## src/rtl/ecc_apb_pkg.sv

```systemverilog
// Shared register map, operation/width codes and FSM states for the ECC APB initiator.
package ecc_apb_pkg;

    localparam logic [3:0] CTRL_OFF     = 4'd0;
    localparam logic [3:0] DATA_IN_OFF  = 4'd4;
    localparam logic [3:0] CW_WIDTH_OFF = 4'd8;
    localparam logic [3:0] NOISE_OFF    = 4'd12;

    typedef enum logic [1:0] {
        OP_ENCODE = 2'd0,
        OP_DECODE = 2'd1,
        OP_FULL   = 2'd2
    } op_e;

    typedef enum logic [1:0] {
        W8  = 2'd0,
        W16 = 2'd1,
        W32 = 2'd2
    } width_e;

    typedef enum logic [2:0] {
        ST_IDLE,
        ST_SETUP,
        ST_ACCESS,
        ST_WAIT_DONE,
        ST_RESP
    } state_e;

    // CTRL goes last because writing it kicks off the ECC operation.
    function automatic logic [3:0] reg_offset(input logic [1:0] idx);
        case (idx)
            2'd0:    reg_offset = DATA_IN_OFF;
            2'd1:    reg_offset = CW_WIDTH_OFF;
            2'd2:    reg_offset = NOISE_OFF;
            default: reg_offset = CTRL_OFF;
        endcase
    endfunction

endpackage

```

## src/rtl/apb_write_xfer.sv

```systemverilog
// One two-phase APB write (SETUP then ACCESS, no PREADY): 2 cycles after start.
// start during the ACCESS cycle chains the next write with no idle gap; start during SETUP is ignored.
module apb_write_xfer #(
    parameter int ADDR_W = 20,
    parameter int DATA_W = 32
) (
    input  logic              clk,
    input  logic              rst,
    input  logic              start,
    input  logic [ADDR_W-1:0] addr,
    input  logic [DATA_W-1:0] wdata,
    output logic              busy,
    output logic              done,
    output logic              psel,
    output logic              penable,
    output logic [ADDR_W-1:0] paddr,
    output logic [DATA_W-1:0] pwdata
);

    logic              psel_q, psel_d;
    logic              penable_q, penable_d;
    logic [ADDR_W-1:0] paddr_q, paddr_d;
    logic [DATA_W-1:0] pwdata_q, pwdata_d;

    always_comb begin
        psel_d    = psel_q;
        penable_d = penable_q;
        paddr_d   = paddr_q;
        pwdata_d  = pwdata_q;
        if (psel_q && !penable_q) begin
            penable_d = 1'b1;
        end else if (start) begin
            psel_d    = 1'b1;
            penable_d = 1'b0;
            paddr_d   = addr;
            pwdata_d  = wdata;
        end else begin
            // Address and data are left as they were so the bus does not toggle when idle.
            psel_d    = 1'b0;
            penable_d = 1'b0;
        end
    end

    always_ff @(posedge clk or posedge rst) begin
        if (rst) begin
            psel_q    <= 1'b0;
            penable_q <= 1'b0;
            paddr_q   <= '0;
            pwdata_q  <= '0;
        end else begin
            psel_q    <= psel_d;
            penable_q <= penable_d;
            paddr_q   <= paddr_d;
            pwdata_q  <= pwdata_d;
        end
    end

    assign psel    = psel_q;
    assign penable = penable_q;
    assign paddr   = paddr_q;
    assign pwdata  = pwdata_q;
    assign busy    = psel_q;
    assign done    = psel_q & penable_q;

endmodule

```

## src/rtl/ecc_apb_initiator.sv

```systemverilog
// Programs DATA_IN, CODEWORD_WIDTH, NOISE then CTRL over APB (8 cycles), waits for operation_done or timeout,
// and holds the response on rsp_valid until rsp_ready; no new command is taken until then.
module ecc_apb_initiator
    import ecc_apb_pkg::*;
#(
    parameter int DATA_WIDTH      = 32,
    parameter int AMBA_ADDR_WIDTH = 20,
    parameter int AMBA_WORD       = 32,
    parameter int BASE_ADDR       = 0,
    parameter int TIMEOUT_CYCLES  = 64
) (
    input  logic                       clk,
    input  logic                       rst,
    input  logic                       cmd_valid,
    output logic                       cmd_ready,
    input  logic [1:0]                 cmd_op,
    input  logic [DATA_WIDTH-1:0]      cmd_data,
    input  logic [1:0]                 cmd_width,
    input  logic [DATA_WIDTH-1:0]      cmd_noise,
    output logic [AMBA_ADDR_WIDTH-1:0] PADDR,
    output logic [AMBA_WORD-1:0]       PWDATA,
    output logic                       PWRITE,
    output logic                       PSEL,
    output logic                       PENABLE,
    input  logic                       operation_done,
    input  logic [DATA_WIDTH-1:0]      data_out,
    input  logic [1:0]                 num_of_errors,
    output logic                       rsp_valid,
    input  logic                       rsp_ready,
    output logic [DATA_WIDTH-1:0]      rsp_data,
    output logic [1:0]                 rsp_num_errors,
    output logic                       rsp_timeout
);

    localparam int CNT_W = $clog2(TIMEOUT_CYCLES + 1);
    localparam int EXT_W = (DATA_WIDTH > AMBA_WORD) ? DATA_WIDTH : AMBA_WORD;
    localparam logic [CNT_W-1:0] CNT_LAST = CNT_W'(TIMEOUT_CYCLES - 1);

    state_e                  state_q, state_d;
    logic [1:0]              idx_q, idx_d;
    logic [CNT_W-1:0]        cnt_q, cnt_d;
    logic [1:0]              op_q, op_d;
    logic [DATA_WIDTH-1:0]   data_q, data_d;
    logic [1:0]              width_q, width_d;
    logic [DATA_WIDTH-1:0]   noise_q, noise_d;
    logic [DATA_WIDTH-1:0]   rsp_data_q, rsp_data_d;
    logic [1:0]              rsp_nerr_q, rsp_nerr_d;
    logic                    rsp_tmo_q, rsp_tmo_d;

    logic                       xfer_start;
    logic [1:0]                 xfer_idx;
    logic [DATA_WIDTH-1:0]      xfer_val;
    logic [EXT_W-1:0]           xfer_ext;
    logic [AMBA_ADDR_WIDTH-1:0] xfer_addr;
    logic [AMBA_WORD-1:0]       xfer_wdata;
    logic                       xfer_busy;
    logic                       xfer_done;

    // A transfer is launched one cycle before its SETUP, so the register it targets
    // is idx 0 from IDLE (straight from the command inputs) or idx+1 from ACCESS.
    always_comb begin
        xfer_idx = (state_q == ST_IDLE) ? 2'd0 : idx_q + 2'd1;
        xfer_val = '0;
        case (xfer_idx)
            2'd0:    xfer_val = (state_q == ST_IDLE) ? cmd_data : data_q;
            2'd1:    xfer_val = DATA_WIDTH'(width_q);
            2'd2:    xfer_val = noise_q;
            default: xfer_val = DATA_WIDTH'(op_q);
        endcase
        xfer_ext   = EXT_W'(xfer_val);
        xfer_wdata = xfer_ext[AMBA_WORD-1:0];
        xfer_addr  = AMBA_ADDR_WIDTH'(BASE_ADDR) + AMBA_ADDR_WIDTH'(reg_offset(xfer_idx));
    end

    always_comb begin
        state_d    = state_q;
        idx_d      = idx_q;
        cnt_d      = cnt_q;
        op_d       = op_q;
        data_d     = data_q;
        width_d    = width_q;
        noise_d    = noise_q;
        rsp_data_d = rsp_data_q;
        rsp_nerr_d = rsp_nerr_q;
        rsp_tmo_d  = rsp_tmo_q;
        xfer_start = 1'b0;
        case (state_q)
            ST_IDLE: begin
                if (cmd_valid) begin
                    op_d       = cmd_op;
                    data_d     = cmd_data;
                    width_d    = cmd_width;
                    noise_d    = cmd_noise;
                    idx_d      = 2'd0;
                    xfer_start = 1'b1;
                    state_d    = ST_SETUP;
                end
            end
            ST_SETUP: state_d = ST_ACCESS;
            ST_ACCESS: begin
                if (xfer_done) begin
                    if (idx_q != 2'd3) begin
                        idx_d      = idx_q + 2'd1;
                        xfer_start = 1'b1;
                        state_d    = ST_SETUP;
                    end else begin
                        cnt_d   = '0;
                        state_d = ST_WAIT_DONE;
                    end
                end
            end
            ST_WAIT_DONE: begin
                // Done on the final allowed cycle still counts as success.
                if (operation_done) begin
                    rsp_data_d = data_out;
                    rsp_nerr_d = num_of_errors;
                    rsp_tmo_d  = 1'b0;
                    state_d    = ST_RESP;
                end else if (cnt_q == CNT_LAST) begin
                    rsp_data_d = '0;
                    rsp_nerr_d = '0;
                    rsp_tmo_d  = 1'b1;
                    state_d    = ST_RESP;
                end else begin
                    cnt_d = cnt_q + CNT_W'(1);
                end
            end
            ST_RESP: begin
                if (rsp_ready) begin
                    state_d = ST_IDLE;
                end
            end
            default: state_d = ST_IDLE;
        endcase
    end

    always_ff @(posedge clk or posedge rst) begin
        if (rst) begin
            state_q    <= ST_IDLE;
            idx_q      <= '0;
            cnt_q      <= '0;
            op_q       <= '0;
            data_q     <= '0;
            width_q    <= '0;
            noise_q    <= '0;
            rsp_data_q <= '0;
            rsp_nerr_q <= '0;
            rsp_tmo_q  <= 1'b0;
        end else begin
            state_q    <= state_d;
            idx_q      <= idx_d;
            cnt_q      <= cnt_d;
            op_q       <= op_d;
            data_q     <= data_d;
            width_q    <= width_d;
            noise_q    <= noise_d;
            rsp_data_q <= rsp_data_d;
            rsp_nerr_q <= rsp_nerr_d;
            rsp_tmo_q  <= rsp_tmo_d;
        end
    end

    apb_write_xfer #(
        .ADDR_W (AMBA_ADDR_WIDTH),
        .DATA_W (AMBA_WORD)
    ) u_xfer (
        .clk     (clk),
        .rst     (rst),
        .start   (xfer_start),
        .addr    (xfer_addr),
        .wdata   (xfer_wdata),
        .busy    (xfer_busy),
        .done    (xfer_done),
        .psel    (PSEL),
        .penable (PENABLE),
        .paddr   (PADDR),
        .pwdata  (PWDATA)
    );

    // State resets to IDLE, so readiness must be masked while reset is held.
    assign cmd_ready      = (state_q == ST_IDLE) & ~rst;
    assign PWRITE         = xfer_busy;
    assign rsp_valid      = (state_q == ST_RESP);
    assign rsp_data       = rsp_data_q;
    assign rsp_num_errors = rsp_nerr_q;
    assign rsp_timeout    = rsp_tmo_q;

endmodule

```

## config.mk

```make
export PLATFORM = sky130hd
export DESIGN_NAME = ecc_apb_initiator
export DESIGN_NICKNAME = d
export VERILOG_FILES = /design/src/rtl/ecc_apb_pkg.sv /design/src/rtl/apb_write_xfer.sv /design/src/rtl/ecc_apb_initiator.sv
export SDC_FILE = /design/constraint.sdc
export NUM_CORES = 1
export LEC_CHECK = 0
export ABC_AREA = 1
export ABC_CLOCK_PERIOD_IN_PS = 9300
export CAP_MARGIN = 15
export CORE_ASPECT_RATIO = 1.1
export CORE_UTILIZATION = 50
export CTS_CLUSTER_DIAMETER = 40
export DETAILED_ROUTE_END_ITERATION = 10
export PLACE_DENSITY = 0.87
export SETUP_SLACK_MARGIN = 0.1
export SLEW_MARGIN = 10
export SYNTH_ARGS = -nofsm -noshare
export SYNTH_HDL_FRONTEND = slang
export SYNTH_SLANG_ARGS = --single-unit
```

## constraint.sdc

```tcl
create_clock -name clk -period 9.3 [get_ports clk]
set_input_delay 1.86 -clock clk [delete_from_list [all_inputs] [get_ports clk]]
set_output_delay 1.86 -clock clk [all_outputs]
set_load 0.1 [all_outputs]
```

Word level (Yosys, flattened, before mapping) --
Index checks and enable logic that the tools add are counted.
Word-level totals: bits in registers 153, output and inout port bits 92
Cells by class: $add $sub $neg 2, eq/ne operators 16, mux-type cells 32, bitwise logic cells 4, reductions and logical operators 13
Operators with widths (count):
- 32-bit 2-to-1 mux | 3
- 32-bit case mux with 3 select lines | 1
- 7-bit 2-to-1 mux | 4
- 3-bit 2-to-1 mux | 5
- 3-bit case mux with 5 select lines | 1
- 2-bit 2-to-1 mux | 7
- 7-bit case mux with 2 select lines | 1
- 2-bit != test (second input constant) | 6
- 4-bit case mux with 3 select lines | 1
- 4-bit AND reduction | 2
- 7-bit by 1-bit adder with 7-bit output (second input constant) | 1
- 7-bit by 6-bit == test with 1-bit output (second input constant) | 1
- 1-bit 2-to-1 mux | 7
- 3-bit by 2-bit == test with 1-bit output (second input constant) | 2
- 2-bit AND reduction | 3
- 2-bit nonzero test | 3
- 5-bit AND reduction | 1
- 2-bit by 1-bit != test with 1-bit output (second input constant) | 2
- 2-bit case mux with 2 select lines | 1
- 3-bit by 1-bit == test with 1-bit output (second input constant) | 1
- 3-bit == test (second input constant) | 1
- 3-bit zero test | 1
- 3-bit != test (second input constant) | 1
- 2-bit by 1-bit adder with 2-bit output (second input constant) | 1
- other kinds (8) | 10

Longest topological paths before layout --
word-level depth 5, mapped depth 12

Cells and area by module --
From an unflattened synthesis, not the netlist that was laid out.
Unflattened totals: cells, all modules 970, area total of the unflattened synthesis 8032.7 um^2
Modules (own cells, without submodules):
- ecc_apb_initiator | instances 1, cells an instance 735, area an instance 5866.9 um^2, sequential area each 2877.8 um^2
- apb_write_xfer | instances 1, cells an instance 235, area an instance 2165.8 um^2, sequential area each 1351.3 um^2

Worst setup path before layout --
OpenSTA, ideal clock, no wires.
kind input port to output port, start point in rst, end point out cmd_ready, arrival 3.113 ns, setup slack 4.327 ns, stages 1, buffers on the path 0, path through nor2_1
On the way: cells in the longest elaborated chain, start to end 2
RTL lines:
- from (decl) | RTL line ecc_apb_initiator.sv:13 | input logic rst,
- 1-bit NOT | RTL line ecc_apb_initiator.sv:181 | assign cmd_ready = (state_q == ST_IDLE) & ~rst;
- 1-bit AND | RTL line ecc_apb_initiator.sv:181
- to (decl) | RTL line ecc_apb_initiator.sv:15 | output logic cmd_ready,
No other way between the ends.

Worst setup path after layout --
Ends and elaborated chain as after synthesis.

==> flow_summary.yaml <==
worst_setup_path:
  worstSetupPathType: "input port to output pin"
  worstReg2RegStart: "state_q[1]$_DFFE_PP0P_"
  setup.worst_path.end_class: "output pin"
  critPathMaxStageDelay_ns: 1.15
  crit_fanout: 2
  crit_path_frequent_cell: "sky130_fd_sc_hd__clkdlybuf4s50_1"
  path_cells: "clkdlybuf4s50_1 -> nor2_1 -> clkdlybuf4s50_1"
  worstPathArrival_ns: 3.63
  cp-startpoint: "rst"
  crit_required_ns: 7.44
  startpoint_type: "input port"
  crit_path_top_delay_cell: "sky130_fd_sc_hd__clkdlybuf4s50_1"
power_and_ir_drop:
  leakage_power_nw: 4.84
  p_per_area_mw_per_mm2: 420
  peakVddDrop_uv: 286
  power_mw: 4.00
die:
  initial_core_util_pct: 51.3
  die_h_um: 127
  die_area_mm2: 0.0146
  top_level_ports: 199
  core_area_mm2: 0.0138
  floorplan.rows: 45
  dieWidth_um: 115
clocking:
  ctsRootBufferMaster: "sky130_fd_sc_hd__clkbuf_16"
  postCtsResizedCells: 0
  postCtsHoldBufs: 0
  cts_htree_levels: 4
  post-cts-setup-buffers: 0
  clkSinkCount: 151
  cts_inserted_buffers: 17
  clk-insertion-delay-late_ns: 0.42
  tritoncts: "built"
  cts_max_path_buffers: 2
  cts.reportedPaths.clkPinSlew_ns: 0.06
detailed_routing:
  drt-initial-drc-count: 540
  avgRoutedWirePerCell_um: 14.4
  met1_length_um: 7220
  drt_first_pass_iters: 5
  wl_met3_um: 1740
  route.antenna.remaining_nets: 0
  viasPerCell: 5.11
  highest-signal-layer: "met4"
  postRouteWirelength_um: 18100
  detailroute.via_count: 6441
  wl_met2_um: 8760
  post-route-drc-count: 0
sta:
  period_needed_ns: 5.49
  final-hold-violation-count: 0
  max-slew-margin-rel_pct: 30.6
  rsz0062_at_grt: "no"
  tns_ns: 0
  timing.clock.skew_ns: 0.00658
  tightest_slew_ns: 1.04
  final.period_utilization_pct: 59.1
  slew_violations: 0
  timing.fmax_ghz: 0.182
  setup_viol_count_final: 0
  fin_ws_ns: 3.81
layout:
  drive_above_1_share_pct: 4.47
  leading_cell_type_in_the_layout_fill_and_taps_excluded: "sky130_fd_sc_hd__nand2_1"
  mostFrequentLayoutCells: "sky130_fd_sc_hd__nand2_1, sky130_fd_sc_hd__clkdlybuf4s50_1, sky130_fd_sc_hd__dfrtp_1"
  syn_to_final_growth_pct: 34.5
  antennaDiodeCount: 0
  nNetsFinal: 1173
yosys:
  yosysWarningCount: 0
  synth_sequential_area_ratio_pct: 53.4
  postSynthAreaPerCell_um2: 7.83
  yosysUniqueCellTypes: 25
  postSynthCellCount: 904
  yosys_register_bits: 151
  synthesis.area_mm2: 0.00708
grt:
  via_count_of_the_first_global_routing_pass: 6399
  grt.total_usage_pct: 26.4
  grt_overflow_total: 0
  initial_antenna_violation_count: 0
  grt_start_max_net_pins: 100
  wire_length_of_the_first_global_routing_pass_um: 30000
run:
  cap_violations: 0
place:
  post-dp-hpwl_um: 11600
  gp_congestion: 0.780
  portbufs: 180
  dpl_worst_slack_ns: 3.81
worst_hold_path:
  critical_hold_path_startpoint: "u_xfer.penable$_DFF_PP0_"
  holdCritPathClass: "register to register"
status:
  outcome: "finished, final reports clean"
## final timing paths
check / end / slack (ns) / depth (start not counted)
setup / recovery: cmd_ready / 3.81 / 3
hold reg to reg: u_xfer.penable$_DFF_PP0_ / 0.47 / 1
hold / removal: u_xfer.penable$_DFF_PP0_ / 0.47 / 1
setup reg to reg: u_xfer.pwdata[23]$_DFFE_PP0P_ / 5.53 / 9
max in group asynchronous: noise_q[10]$_DFFE_PP0P_ / 5.97 / 3
min in group asynchronous: op_q[0]$_DFFE_PP0P_ / 1.94 / 2
## registers in the layout, indices dropped and copies added, names as in the netlist, 2 cells and up
name and count:
u_xfer.paddr 2, cnt_q 7, data_q 32, rsp_num_errors 2, idx_q 2, rsp_data 32
u_xfer.pwdata 32, state_q 3, width_q 2, noise_q 32, op_q 2
## cell usage after synthesis
cell type                  number  share of area, %
sky130_fd_sc_hd__buf_6          1              0.16
sky130_fd_sc_hd__ha_1           6               1.1
sky130_fd_sc_hd__dfrtp_1      151                53
sky130_fd_sc_hd__buf_2         12              0.85
sky130_fd_sc_hd__nand2_2        3              0.27
sky130_fd_sc_hd__xor2_1         2              0.25
sky130_fd_sc_hd__inv_1         50               2.7
sky130_fd_sc_hd__nand3_1       76               5.4
sky130_fd_sc_hd__nor2_1        16              0.85
sky130_fd_sc_hd__o22ai_1        1             0.088
sky130_fd_sc_hd__inv_2          3              0.16
sky130_fd_sc_hd__nor2_4         2              0.32
sky130_fd_sc_hd__clkbuf_1      25               1.3
sky130_fd_sc_hd__o21ai_0       64               4.5
sky130_fd_sc_hd__nand3b_1       5              0.53
sky130_fd_sc_hd__buf_1          5              0.27
sky130_fd_sc_hd__a21oi_1       34               2.4
sky130_fd_sc_hd__nand3_2        1              0.14
sky130_fd_sc_hd__buf_4         25               2.7
sky130_fd_sc_hd__nor3_1         2              0.14
sky130_fd_sc_hd__nor2_2         1             0.088
sky130_fd_sc_hd__or2_0          2              0.18
sky130_fd_sc_hd__conb_1         1             0.053
sky130_fd_sc_hd__nand4_4        1              0.30
sky130_fd_sc_hd__nand2_1      415                22
## per-layer routing
| layer | global-route usage, % | vias to the layer above |
|---|---|---|
| met4 | 12.0 | 0 |
| met5 | 0 | - |
| met3 | 8.65 | 41 |
| met2 | 42.9 | 287 |
| met1 | 31.7 | 3008 |
| li1 | - | 3105 |
## report_power, final
group	internal (mW)	switching, mW
sequential	0.938	0.162
combinational	0.531	1.62
clock	0.490	0.260
## area by class of cell
type	instances	area (um^2)
fill	1048	4270
clock inverter	8	169
timing repair buffer	188	1860
sequential	151	3780
inverter	53	204
multi-input combinational	649	2800
clock buffer	24	472
tap	188	235
## cell families (layout without fill, tap and decap cells)
group | Yosys count | count (layout) | synth area share, %
AND/OR/NAND/NOR | 524 | 524 | 30.2
flip-flops | 151 | 151 | 53.4
buffers and inverters | 121 | 273 | 8.06
AO/OA/AOI/OAI | 99 | 99 | 7.02
adder cells (fa/ha/maj) | 6 | 6 | 1.06
XOR/XNOR | 2 | 2 | 0.247
other | 1 | 18 | 0.0530
## critical path, delay by kind of cell
kind,cells,cell delay (ns)
and+or+nand+nor,1,0.14
buffers and inverters,2,1.64
## metrics by stage
stage / utilization, % / cell area, um^2 / hold slack [ns] / cells
3_3_place_gp: 64.4 / 8880 / 0.456 / 1229
4_1_cts: 69.0 / 9520 / 0.472 / 1261
6_report: 69.0 / 9520 / 0.467 / 1261
5_1_grt: 69.0 / 9520 / 0.499 / 1261
3_5_place_dp: 64.4 / 8880 / 0.464 / 1229
2_1_floorplan: - / 7140 / 0.449 / 921
Note: power is estimated with default switching activity, not from simulation.
